## src/rtl/step_sequencer.sv

```systemverilog
// Pattern step sequencer: plays NUM_STEPS programmable {on, note} slots at a fixed
// tempo, with a silent gap at the end of each step so repeated notes articulate.
module step_sequencer #(
  parameter int NUM_STEPS  = 8,
  parameter int STEP_TICKS = 3_000_000,
  parameter int GAP_TICKS  = 300_000,
  localparam int AW = (NUM_STEPS > 1) ? $clog2(NUM_STEPS) : 1
) (
  input  logic          clk,
  input  logic          rst_n,
  input  logic          run,
  input  logic          wr_en,
  input  logic [AW-1:0] wr_addr,
  input  logic [2:0]    wr_note,
  input  logic          wr_on,
  output logic [2:0]    note,
  output logic          gate,
  output logic [AW-1:0] step_idx,
  output logic          step_pulse
);

  localparam logic [31:0] LAST_TICK = 32'(STEP_TICKS - 1);
  localparam logic [31:0] GAP_START = 32'(STEP_TICKS - GAP_TICKS - 1);

  typedef enum logic [1:0] {IDLE, PLAY, GAP} state_t;

  state_t        state_reg;
  logic [31:0]   tick_reg;
  logic [AW-1:0] step_idx_reg;
  logic [2:0]    note_reg;
  logic          gate_reg;
  logic          step_pulse_reg;

  // Entry layout is {on, note[2:0]}; held in registers so reset can clear every slot.
  logic [3:0]    pattern_reg [NUM_STEPS];
  logic [AW-1:0] next_idx;
  logic [3:0]    next_slot;
  logic [3:0]    first_slot;

  genvar gi;
  generate
    for (gi = 0; gi < NUM_STEPS; gi++) begin : g_slot
      always_ff @(posedge clk or negedge rst_n) begin
        if (!rst_n) begin
          pattern_reg[gi] <= 4'b0000;
        end else if (wr_en && (wr_addr == AW'(gi))) begin
          pattern_reg[gi] <= {wr_on, wr_note};
        end
      end
    end
  endgenerate

  // The latch below reads the array before this edge's write lands, so a write to
  // the slot being entered is heard only on the next pass.
  assign next_idx   = step_idx_reg + AW'(1);
  assign next_slot  = pattern_reg[next_idx];
  assign first_slot = pattern_reg[0];

  always_ff @(posedge clk or negedge rst_n) begin
    if (!rst_n) begin
      state_reg      <= IDLE;
      tick_reg       <= 32'd0;
      step_idx_reg   <= '0;
      note_reg       <= 3'b000;
      gate_reg       <= 1'b0;
      step_pulse_reg <= 1'b0;
    end else begin
      case (state_reg)
        IDLE: begin
          tick_reg     <= 32'd0;
          step_idx_reg <= '0;
          if (run) begin
            state_reg      <= PLAY;
            note_reg       <= first_slot[2:0];
            gate_reg       <= first_slot[3];
            step_pulse_reg <= 1'b1;
          end else begin
            gate_reg       <= 1'b0;
            step_pulse_reg <= 1'b0;
          end
        end
        default: begin
          if (!run) begin
            // Stop beats a coincident step boundary; note keeps its last value.
            state_reg      <= IDLE;
            tick_reg       <= 32'd0;
            step_idx_reg   <= '0;
            gate_reg       <= 1'b0;
            step_pulse_reg <= 1'b0;
          end else if (tick_reg == LAST_TICK) begin
            state_reg      <= PLAY;
            tick_reg       <= 32'd0;
            step_idx_reg   <= next_idx;
            note_reg       <= next_slot[2:0];
            gate_reg       <= next_slot[3];
            step_pulse_reg <= 1'b1;
          end else begin
            tick_reg       <= tick_reg + 32'd1;
            step_pulse_reg <= 1'b0;
            if (state_reg == PLAY && GAP_TICKS > 0 && tick_reg == GAP_START) begin
              state_reg <= GAP;
              gate_reg  <= 1'b0;
            end
          end
        end
      endcase
    end
  end

  assign note       = note_reg;
  assign gate       = gate_reg;
  assign step_idx   = step_idx_reg;
  assign step_pulse = step_pulse_reg;

endmodule
```

## config.mk

```make
export PLATFORM = sky130hd
export DESIGN_NAME = step_sequencer
export DESIGN_NICKNAME = d
export VERILOG_FILES = /design/src/rtl/step_sequencer.sv
export SDC_FILE = /design/constraint.sdc
export NUM_CORES = 1
export LEC_CHECK = 0
export ABC_AREA = 0
export ABC_CLOCK_PERIOD_IN_PS = 2600
export CORE_UTILIZATION = 40
export CTS_CLUSTER_DIAMETER = 60
export DETAILED_ROUTE_END_ITERATION = 8
export PLACE_DENSITY_LB_ADDON = 0.12
export SYNTH_ARGS = -nofsm -noshare
export SYNTH_HDL_FRONTEND = slang
export SYNTH_SLANG_ARGS = --single-unit
```

## constraint.sdc

```tcl
create_clock -name clk -period 2.6 [get_ports clk]
set_input_delay 0.65 -clock clk [delete_from_list [all_inputs] [get_ports clk]]
set_output_delay 0.65 -clock clk [all_outputs]
set_load 0.05 [all_outputs]
```

==> results.toml <==
[outcome]
status = "finished, final reports clean"

[place]
numPortBuffers = 18
dp_hpwl_um = 5090
placed_cell_area_mm2 = 0.00399
gp_congestion = 0.762

[cts]
cts_hold_buf = 0
ctsResizeCount = 0
htree_num_levels = 3
clk_latency_ns = 0.35
clk_pin_slew_ns = 0.08
cts_buffers = 9
cts_sinks = 74
cts_setup_buffers = 0
clockBufferDepth = 2
root_buffer = "clkbuf_8"
cts_tree = "built"

[synthesis]
yosys_warnings = 0
synthCells = 313
ys_ff_latch = 74
syn_nets = 326
synth_area_leaders = "dfrtp_1 51%, mux2_2 11%, xnor2_1 5.6%"
synth_top_family_by_area = "simple AND/OR/NAND/NOR gates"
synthFlopType = "dfrtp_1"
ys_types = 41
async_flop_share = 1.00
yosys.area_share.simple = 0.186
synth_edf_count = 0
yosysSeqAreaShare = 0.511
synth_xor_area_frac = 0.0677
synth_fa_ha_area_frac = 0.00690
synthMuxAreaShare = 0.172
synth_top_area_frac = 0.511
synth.avg_cell_area_um2 = 11.6
yosys.area.top_type = "dfrtp_1"
netlist_area_mm2 = 0.00362
synth_compound_area_frac = 0.0356

[route]
drcViolationCount = 0
antenna_left = 0
dr.pass1.iters = 4
vias = 2451
wl_per_cell_um = 16.3
viasPerCell = 5.39
first_iter_violations = 81
totalWireLength_um = 7440

[grt]
antenna_found_initial = 0
grt_pass1_vias = 2537
use_met1 = 0.228
busiest_layer = "met2"
grt_use_met3 = 0.0288
grt_usage = 0.177
grt_first_pass_wirelength_um = 13000
grt_max_degree = 40
grt_overflow = 0
met2_usage = 0.298

[sta]
fmax_mhz = 450
slew_violations = 0
skew_ns = 0.0104
setup_tns_ns = 0
rsz0062_at_grt = "false"
relSlewSlack = 0.599
min_period_ns = 2.22
worst_slew_pin_slew_ns = 0.600
setup_viol = 0
hold_viol = 0
fin_crit_sh = 0.855

[setup_path]
rrSetupSlack_ns = 0.43
critPathMaxStageDelay_ns = 0.82
worstSetupEndpointType = "primary output"
path_buf_inv = 1
worstPathCellList = "clkdlybuf4s50_1"
reg2regPathDepth = 5
crit_path_start = "step_idx[2]$_DFFE_PN0N_"
rr_startpoint = "tick_reg[11]$_DFF_PN0_"
r2r_end = "note[2]$_DFFE_PN0P_"
start_kind = "register"
crit_cells = 1
crit_path_top_delay_cell = "clkdlybuf4s50_1"
critPathCapture = "step_idx[2]"
worstSetupPathType = "register to primary output"
cp_top_family = "buffers and inverters"
worst_ep_required_time_ns = 1.95
crit_path_max_fanout = 3
worstPathArrival_ns = 1.57

[worst_hold_path]
hold_path.class = "input port to async pin"

[run]
max_cap_violations = 0

[floorplan]
rows = 34
core_mm2 = 0.00876
die_h_um = 97.2
dieArea_mm2 = 0.00945
die_w_um = 97.2
initial_core_util = 0.414
num_io_pins = 19

[cells_and_area]
syn_to_final_growth_pct = 14.8
multi_input_area_mm2 = 0.00171
drive_above_1_share = 0.228
regArea_mm2 = 0.00185
diodes = 0
fill_cells = 810
largest_register_ff_count = 32
final_nets = 355
final_cell_area_mm2 = 0.00416

[power]
switching_share = 0.279
power_frac_clock = 0.307
p_comb_frac = 0.163
leakagePower_uw = 0.00160
p_int_uw = 1840
seq_power_share = 0.530
power_density_mw_per_mm2 = 614
power_switching_uw = 714
ir_drop_mv = 0.323
cell usage in the layout (no fill, tap or decap), types with 3 or more instances in the layout:
cell,n
nor3_1,14
nand4b_1,3
mux2i_1,5
mux2_2,35
clkbuf_8,9
or4_1,3
buf_4,12
xor2_1,5
nand2_1,15
nor4_1,8
mux4_2,8
nor2_1,36
xnor2_1,23
clkinv_4,3
and4_1,5
nand4_1,8
a21oi_1,6
nand3_1,11
nor4b_1,3
o21ai_0,6
dfrtp_1,74
o31ai_1,3
inv_1,7
clkdlybuf4s50_1,16
power by group through the flow:
stage | clock network, uW | logic [uW] | registers [uW]
floorplan | 0 | 204 | 1430
global placement | 0 | 416 | 1370
detailed placement | 0 | 425 | 1380
CTS | 821 | 425 | 1350
global route | 861 | 454 | 1370
finish | 784 | 416 | 1350
metrics by stage:
| step | power (uW) | utilization | std cells | hold WS [ns] | worst slack [ns] |
|---|---|---|---|---|---|
| floorplan | 1630 | - | 313 | 0.354 | 0.358 |
| global placement | 1790 | 0.455 | 439 | 0.435 | 0.450 |
| detailed placement | 1800 | 0.455 | 439 | 0.446 | 0.432 |
| CTS | 2600 | 0.475 | 455 | 0.274 | 0.348 |
| global route | 2690 | 0.475 | 455 | 0.300 | 0.281 |
| finish | 2550 | 0.475 | 455 | 0.266 | 0.378 |
kinds of logic after synthesis:
kind of cell,count (synthesis)
AOI/OAI and AO/OA,20
muxes,48
adders and majority gates,2
DFF,74
xor gates and xnor gates,28
and+or+nand+nor,123
buffers and inverters,18
cells in the mapped netlist, types with 3 or more instances:
cell	instances
a21oi_1	6
and4_1	5
clkbuf_1	9
dfrtp_1	74
inv_1	7
mux2_2	35
mux2i_1	5
mux4_2	8
nand2_1	15
nand3_1	11
nand4_1	8
nand4b_1	3
nor2_1	36
nor3_1	14
nor4_1	8
nor4b_1	3
o21ai_0	6
o31ai_1	3
or4_1	3
xnor2_1	23
xor2_1	5
area by class of cell:
type / instances / share of cell area
clock buffers: 10 / 0.0307
clock inverters: 6 / 0.0105
repair buffers: 29 / 0.0650
well taps: 108 / 0.0325
multi-input cells: 221 / 0.410
inverters: 7 / 0.00632
flip-flops and latches: 74 / 0.445
worst min-delay path by stage:
stage,slack [ns],start,cells past startpoint,to
detailed placement,0.45,tick_reg[0]$_DFF_PN0_,1,tick_reg[0]$_DFF_PN0_
floorplan,0.35,rst_n,0,first_slot[0]$_DFFE_PN0P_
global route,0.30,rst_n,1,tick_reg[17]$_DFF_PN0_
finish,0.27,rst_n,1,tick_reg[17]$_DFF_PN0_
CTS,0.27,rst_n,1,tick_reg[20]$_DFF_PN0_
global placement,0.43,tick_reg[0]$_DFF_PN0_,1,tick_reg[0]$_DFF_PN0_
worst reg2reg max path, delay by kind of cell (launching register included):
kind | cells | cell delay, ns
muxes | 1 | 0.32
AOI/OAI and AO/OA | 1 | 0.22
and+or+nand+nor | 3 | 1.07
DFF | 1 | 0.46
layer usage:
metal / routed length [um] / share of wire
met1: 3410 / 0.46
met2: 3730 / 0.50
met3: 177 / 0.024
met4: 124 / 0.017
met5: 0 / 0
Power figures use the tool's default switching activity.
